## src/rtl/mem_rr_arbiter_if.sv

```systemverilog
// Bundle of requester-side and memory-side signals around the round-robin memory arbiter.
// Latency: n/a (wiring only). Backpressure: mem_gnt_i stalls the memory side; gnt_o stalls requesters.
// Modports: slave = arbiter view, master = view of the environment (requesters + memory).
// Optional lock_i exists only when MEM_ARB_LOCK_EN is defined.
interface mem_rr_arbiter_if #(
   parameter int NUM_REQ   = 2,
   parameter int ADDR_SIZE = 32,
   parameter int DATA_SIZE = 32
);
   localparam int STRB_SIZE = DATA_SIZE / 8;

   // requester side, requester k occupies slice k of each packed bus
   logic [NUM_REQ-1:0]           req_i;
   logic [NUM_REQ*ADDR_SIZE-1:0] addr_i;
   logic [NUM_REQ*DATA_SIZE-1:0] wdata_i;
   logic [NUM_REQ*STRB_SIZE-1:0] strb_i;
   logic [NUM_REQ-1:0]           we_i;
   logic [NUM_REQ-1:0]           gnt_o;
   logic [NUM_REQ-1:0]           rvalid_o;
   logic [DATA_SIZE-1:0]         rdata_o;
`ifdef MEM_ARB_LOCK_EN
   logic [NUM_REQ-1:0]           lock_i;
`endif

   // memory side
   logic                         mem_req_o;
   logic                         mem_gnt_i;
   logic [ADDR_SIZE-1:0]         mem_addr_o;
   logic [DATA_SIZE-1:0]         mem_wdata_o;
   logic [STRB_SIZE-1:0]         mem_strb_o;
   logic                         mem_we_o;
   logic [DATA_SIZE-1:0]         mem_rdata_i;

   modport slave (
`ifdef MEM_ARB_LOCK_EN
      input  lock_i,
`endif
      input  req_i, addr_i, wdata_i, strb_i, we_i, mem_gnt_i, mem_rdata_i,
      output gnt_o, rvalid_o, rdata_o,
             mem_req_o, mem_addr_o, mem_wdata_o, mem_strb_o, mem_we_o
   );

   modport master (
`ifdef MEM_ARB_LOCK_EN
      output lock_i,
`endif
      output req_i, addr_i, wdata_i, strb_i, we_i, mem_gnt_i, mem_rdata_i,
      input  gnt_o, rvalid_o, rdata_o,
             mem_req_o, mem_addr_o, mem_wdata_o, mem_strb_o, mem_we_o
   );
endinterface

```

## src/rtl/mem_rr_arbiter.sv

```systemverilog
// Round-robin arbiter sharing one single-port memory among NUM_REQ requesters.
// Latency: request forwarded to memory in the same cycle; rvalid/rdata steered back 1 cycle after grant.
// Backpressure: mem_gnt_i low withholds every grant and freezes the priority pointer.
// Ports: clk_i, rst_i (synchronous, active high), bus (mem_rr_arbiter_if.slave: requester
//   req/addr/wdata/strb/we in, gnt/rvalid/rdata out; memory req/addr/wdata/strb/we out, gnt/rdata in).
// Optional: define MEM_ARB_LOCK_EN to add lock_i and let a locked requester keep the memory.
module mem_rr_arbiter #(
   parameter int NUM_REQ   = 2,
   parameter int ADDR_SIZE = 32,
   parameter int DATA_SIZE = 32
) (
   input  logic             clk_i,
   input  logic             rst_i,
   mem_rr_arbiter_if.slave  bus
);
   localparam int IDX_W     = $clog2(NUM_REQ);
   localparam int STRB_SIZE = DATA_SIZE / 8;

   logic [IDX_W-1:0]   last_q, last_d;
   logic               rvalid_q, rvalid_d;
   logic [IDX_W-1:0]   rid_q, rid_d;

   logic [NUM_REQ-1:0] req_eff;
   logic               win_vld;
   logic [IDX_W-1:0]   win_idx;
   logic               grant;

`ifdef MEM_ARB_LOCK_EN
   logic               locked_q, locked_d;
   logic [IDX_W-1:0]   lock_id_q, lock_id_d;
   logic               lock_hold;

   // The lock only holds while its owner still asserts lock_i, so the cycle in
   // which lock_i drops is already arbitrated round-robin from last_q.
   always_comb begin
      lock_hold = locked_q & bus.lock_i[lock_id_q];
      req_eff   = lock_hold ? (bus.req_i & (NUM_REQ'(1) << lock_id_q)) : bus.req_i;
   end
`else
   always_comb begin
      req_eff = bus.req_i;
   end
`endif

   // Scan offsets from NUM_REQ down to 1 so the smallest offset after last_q
   // is assigned last and therefore wins.
   always_comb begin
      logic [IDX_W-1:0] idx;
      win_vld = 1'b0;
      win_idx = '0;
      idx     = '0;
      for (int off = NUM_REQ; off >= 1; off--) begin
         idx = IDX_W'((int'(last_q) + off) % NUM_REQ);
         if (req_eff[idx]) begin
            win_vld = 1'b1;
            win_idx = idx;
         end
      end
   end

   assign grant = win_vld & bus.mem_gnt_i & ~rst_i;

   // Outputs are forced idle combinationally during reset, not only via the flops.
   always_comb begin
      bus.mem_req_o   = win_vld & ~rst_i;
      bus.gnt_o       = grant ? (NUM_REQ'(1) << win_idx) : '0;
      bus.mem_addr_o  = win_vld ? bus.addr_i[win_idx*ADDR_SIZE +: ADDR_SIZE]  : '0;
      bus.mem_wdata_o = win_vld ? bus.wdata_i[win_idx*DATA_SIZE +: DATA_SIZE] : '0;
      bus.mem_strb_o  = win_vld ? bus.strb_i[win_idx*STRB_SIZE +: STRB_SIZE]  : '0;
      bus.mem_we_o    = win_vld ? bus.we_i[win_idx] : 1'b0;
      bus.rvalid_o    = (rvalid_q & ~rst_i) ? (NUM_REQ'(1) << rid_q) : '0;
      bus.rdata_o     = bus.mem_rdata_i;
   end

   // rvalid/rid are rewritten every cycle, so back-to-back grants each get
   // their own response slot; writes are acknowledged the same way.
   always_comb begin
      last_d   = grant ? win_idx : last_q;
      rvalid_d = grant;
      rid_d    = grant ? win_idx : rid_q;
`ifdef MEM_ARB_LOCK_EN
      locked_d  = locked_q;
      lock_id_d = lock_id_q;
      if (grant && bus.lock_i[win_idx]) begin
         locked_d  = 1'b1;
         lock_id_d = win_idx;
      end else if (locked_q && !bus.lock_i[lock_id_q]) begin
         locked_d  = 1'b0;
      end
`endif
   end

   always_ff @(posedge clk_i) begin
      if (rst_i) begin
         last_q    <= IDX_W'(NUM_REQ - 1);
         rvalid_q  <= 1'b0;
         rid_q     <= '0;
`ifdef MEM_ARB_LOCK_EN
         locked_q  <= 1'b0;
         lock_id_q <= '0;
`endif
      end else begin
         last_q    <= last_d;
         rvalid_q  <= rvalid_d;
         rid_q     <= rid_d;
`ifdef MEM_ARB_LOCK_EN
         locked_q  <= locked_d;
         lock_id_q <= lock_id_d;
`endif
      end
   end
endmodule

```

## src/flat_wrapper.sv

```systemverilog
// flat-port wrapper written by rule: the top's interface ports become plain ports
module mem_rr_arbiter_flat 
#(
   parameter int NUM_REQ   = 2,
   parameter int ADDR_SIZE = 32,
   parameter int DATA_SIZE = 32
)
  (clk_i, rst_i, bus_req_i, bus_addr_i, bus_wdata_i, bus_strb_i, bus_we_i, bus_mem_gnt_i, bus_mem_rdata_i, bus_gnt_o, bus_rvalid_o, bus_rdata_o, bus_mem_req_o, bus_mem_addr_o, bus_mem_wdata_o, bus_mem_strb_o, bus_mem_we_o);
  mem_rr_arbiter_if #(.NUM_REQ(NUM_REQ), .ADDR_SIZE(ADDR_SIZE), .DATA_SIZE(DATA_SIZE)) bus_i ();
  input  logic clk_i;
  input  logic rst_i;
  input wire logic [$bits(bus_i.req_i)-1:0] bus_req_i;
  input wire logic [$bits(bus_i.addr_i)-1:0] bus_addr_i;
  input wire logic [$bits(bus_i.wdata_i)-1:0] bus_wdata_i;
  input wire logic [$bits(bus_i.strb_i)-1:0] bus_strb_i;
  input wire logic [$bits(bus_i.we_i)-1:0] bus_we_i;
  input wire logic [$bits(bus_i.mem_gnt_i)-1:0] bus_mem_gnt_i;
  input wire logic [$bits(bus_i.mem_rdata_i)-1:0] bus_mem_rdata_i;
  output wire logic [$bits(bus_i.gnt_o)-1:0] bus_gnt_o;
  output wire logic [$bits(bus_i.rvalid_o)-1:0] bus_rvalid_o;
  output wire logic [$bits(bus_i.rdata_o)-1:0] bus_rdata_o;
  output wire logic [$bits(bus_i.mem_req_o)-1:0] bus_mem_req_o;
  output wire logic [$bits(bus_i.mem_addr_o)-1:0] bus_mem_addr_o;
  output wire logic [$bits(bus_i.mem_wdata_o)-1:0] bus_mem_wdata_o;
  output wire logic [$bits(bus_i.mem_strb_o)-1:0] bus_mem_strb_o;
  output wire logic [$bits(bus_i.mem_we_o)-1:0] bus_mem_we_o;
  assign bus_i.req_i = bus_req_i;
  assign bus_i.addr_i = bus_addr_i;
  assign bus_i.wdata_i = bus_wdata_i;
  assign bus_i.strb_i = bus_strb_i;
  assign bus_i.we_i = bus_we_i;
  assign bus_i.mem_gnt_i = bus_mem_gnt_i;
  assign bus_i.mem_rdata_i = bus_mem_rdata_i;
  assign bus_gnt_o = bus_i.gnt_o;
  assign bus_rvalid_o = bus_i.rvalid_o;
  assign bus_rdata_o = bus_i.rdata_o;
  assign bus_mem_req_o = bus_i.mem_req_o;
  assign bus_mem_addr_o = bus_i.mem_addr_o;
  assign bus_mem_wdata_o = bus_i.mem_wdata_o;
  assign bus_mem_strb_o = bus_i.mem_strb_o;
  assign bus_mem_we_o = bus_i.mem_we_o;
  mem_rr_arbiter #(.NUM_REQ(NUM_REQ), .ADDR_SIZE(ADDR_SIZE), .DATA_SIZE(DATA_SIZE)) u_core (.clk_i(clk_i), .rst_i(rst_i), .bus(bus_i));
endmodule
```

## config.mk

```make
export PLATFORM = sky130hd
export DESIGN_NAME = mem_rr_arbiter_flat
export DESIGN_NICKNAME = d
export VERILOG_FILES = /design/src/rtl/mem_rr_arbiter_if.sv /design/src/rtl/mem_rr_arbiter.sv /design/src/flat_wrapper.sv
export SDC_FILE = /design/constraint.sdc
export NUM_CORES = 1
export LEC_CHECK = 0
export ABC_AREA = 1
export ABC_CLOCK_PERIOD_IN_PS = 1350
export BUFFER_PORTS_ARGS = -buffer_cell sky130_fd_sc_hd__buf_2
export CAP_MARGIN = 25
export CORE_AREA = 5 5 105 107
export DETAILED_ROUTE_END_ITERATION = 10
export DIE_AREA = 0 0 110 112
export PLACE_DENSITY = 0.53
export SYNTH_ARGS = -nofsm -noshare
export SYNTH_HDL_FRONTEND = slang
export SYNTH_SLANG_ARGS = --single-unit
```

## constraint.sdc

```tcl
create_clock -name clk_i -period 1.35 [get_ports clk_i]
set_input_delay 0.0675 -clock clk_i [delete_from_list [all_inputs] [get_ports clk_i]]
set_output_delay 0.0675 -clock clk_i [all_outputs]
set_load 0.02 [all_outputs]
```

==> results.py <==
metrics = {
    "cts": {
        "htree_levels": 1,
        "cts_tree": "yes",
        "clk_latency_ps": 220,
        "cts_buffer_depth": 2,
        "cts_root_buf": "clkbuf_8",
        "numCtsBuffers": 3,
        "cts.clk_slew.worst_paths_ps": 30,
        "cts_sinks": 3,
    },
    "synth": {
        "synth_warnings": 0,
        "netlist_area_sq_um": 1410,
        "yosys.area.top_type_share": 0.380,
        "avgSynthCellArea_sq_um": 4.89,
        "synthesis.nets": 464,
        "synthCells": 289,
        "synth_cell_type_count": 15,
        "synth_area_leaders": "nand2_1, nand3_1, buf_4, dfxtp_1, buf_2",
        "yosys.area.top_type": "nand2_1",
        "yosysSeqAreaShare": 0.0425,
        "yosys_register_bits": 3,
    },
    "placed_design": {
        "gp_congestion": 0.777,
        "portBuffers": 216,
        "placed_cell_area_sq_um": 2390,
        "dp_hpwl_mm": 6.05,
    },
    "final_layout": {
        "fin_area_sq_um": 3150,
        "area_growth_pct": 123,
        "fill_cells": 1081,
        "diodes": 0,
        "final_common_cell": "buf_2",
        "fin_util": 0.313,
        "drive_gt1_frac": 0.613,
        "mostFrequentLayoutCells": "buf_2, nand2_1, nand3_1",
        "fin_nets": 649,
    },
    "floorplan": {
        "initial_core_util": 0.141,
        "die_x_um": 110,
        "dieArea_sq_um": 12300,
        "ios": 281,
        "coreArea_sq_um": 10000,
        "rows": 37,
        "dieHeight_um": 112,
    },
    "sta": {
        "finalSetupViolations": 25,
        "hold_violations": 0,
        "fmax_mhz": 727,
        "finalHoldWorstSlack_ps": 93.3,
        "fin_ws_ps": -25.5,
        "fin_crit_sh": 1.02,
        "rsz0062_at_grt": "yes",
        "fin_crit_ps": 1380,
        "maxSlewHeadroom": 0.792,
        "tightest_slew_ps": 312,
        "slew_viol_final": 0,
        "finClkSkew_ps": 1.16,
        "fin_setup_tns_ps": -222,
    },
    "power_and_ir_drop": {
        "power_density_nw_per_um2": 551,
        "irDropWorstVdd_mv": 0.177,
        "p_total_uw": 1730,
        "p_leak_uw": 0.00191,
    },
    "routing": {
        "routed_wl_mm": 8.98,
        "drt_pass1_iterations": 6,
        "postRouteAntennaNets": 0,
        "route.vias.total": 2597,
        "wl_per_cell_um": 14.7,
        "vias_per_cell": 4.26,
        "drc": 0,
        "drtIter0Drc": 102,
    },
    "setup_path": {
        "reg2reg_depth": 6,
        "crit_arrival_ps": 1310,
        "end_kind": "primary output",
        "path_class": "reg -> out",
        "critical_path.max_fanout": 15,
        "cp-start-kind": "flip-flop",
        "cp.required_ps": 1280,
    },
    "global_route": {
        "grt_pass1_vias": 2383,
        "grtUsageTotal": 0.108,
        "antenna_found_initial": 0,
        "grt_pass1_wl_mm": 10.8,
        "grt_max_degree": 36,
        "overflow": 0,
    },
    "min_path": {
        "hold_path_depth": 3,
        "hold_class": "in -> reg",
    },
    "status": {
        "violations": "setup timing",
        "status": "complete, but fails checks",
    },
    "flow_run": {
        "maxCapViolations": 0,
    },
}
[metrics by stage]
step	setup WS [ps]	instances
after floorplan	277	289
after global routing	-76.6	609
after detailed placement	72.0	594
after global placement	109	594
final	-25.5	609
after CTS	-36.9	602
[worst max-delay path: stages, from the launching register on]
cell,delay (ps)
dfxtp_2,320
nand2_4,80
nand2_8,110
inv_6,130
buf_16,150
nand2_1,70
nand2_1,80
buf_4,140
[registers in the layout (all words and copies together), names as in the netlist]
signal	cells
u_core.last_q	1
u_core.rvalid_q	1
u_core.rid_q	1
[kinds of logic (layout without fill, tap and decap cells)]
group,count (synthesis),in the layout,share of synthesized area
buf+inv,62,246,0.289
flops,3,3,0.0425
compound gates,2,2,0.00974
simple gates,222,222,0.658
[layer usage]
layer / wire length (um) / GRT usage / vias to the layer above
li1: - / - / 1251
met1: 3120 / 0.105 / 1167
met2: 4780 / 0.212 / 157
met3: 915 / 0.0284 / 22
met4: 167 / 0.0333 / 0
met5: 0 / 0 / -
[timing repair]
| item | 4_1_cts | 5_1_grt |
|---|---|---|
| cloned | 1 | 7 |
| endpoints found under the setup margin | 65 | 71 |
| hold buffers | 0 | 0 |
| setup buffers | 3 | 0 |
| resized for setup | 79 | 93 |
| pin swaps | 6 | 16 |
[synthesized netlist by cell type]
cell and n:
a31oi_1 1, buf_1 1, buf_2 7, buf_4 40, buf_6 2, clkbuf_1 4, dfxtp_1 3, inv_1 7
inv_4 1, nand2_1 143, nand2_2 1, nand2_4 1, nand3_1 70, nor2_1 7, o21bai_1 1
[final timing paths]
| path | from | end | slack, ps |
|---|---|---|---|
| worst max-delay path | u_core.last_q$_SDFFE_PP1P_ | bus_mem_strb_o[1] | -30 |
| worst min-delay path | rst_i | u_core.last_q$_SDFFE_PP1P_ | 90 |
| worst max register to register | u_core.last_q$_SDFFE_PP1P_ | u_core.rid_q$_SDFFE_PP0P_ | 260 |
| worst min register to register | u_core.last_q$_SDFFE_PP1P_ | u_core.last_q$_SDFFE_PP1P_ | 470 |
[layout make-up]
| cell class | instances | area, sq um | share of cell area |
|---|---|---|---|
| multi-input combinational | 224 | 1140 | 0.362 |
| tap | 136 | 170 | 0.0540 |
| sequential | 3 | 61.3 | 0.0195 |
| timing repair buffer | 233 | 1680 | 0.534 |
| timing repair inverter | 1 | 8.76 | 0.00278 |
| inverter | 8 | 42.5 | 0.0135 |
| clock buffer | 4 | 45.0 | 0.0143 |
[where the power goes]
group	total (uW)	switching (uW)	internal, uW	leakage, uW
sequential	99.8	4.15	95.7	0.0000245
combinational	1370	725	642	0.00186
clock	267	64.8	202	0.0000228
total	1730	794	940	0.00191
Note: power is estimated with default switching activity, not from simulation.
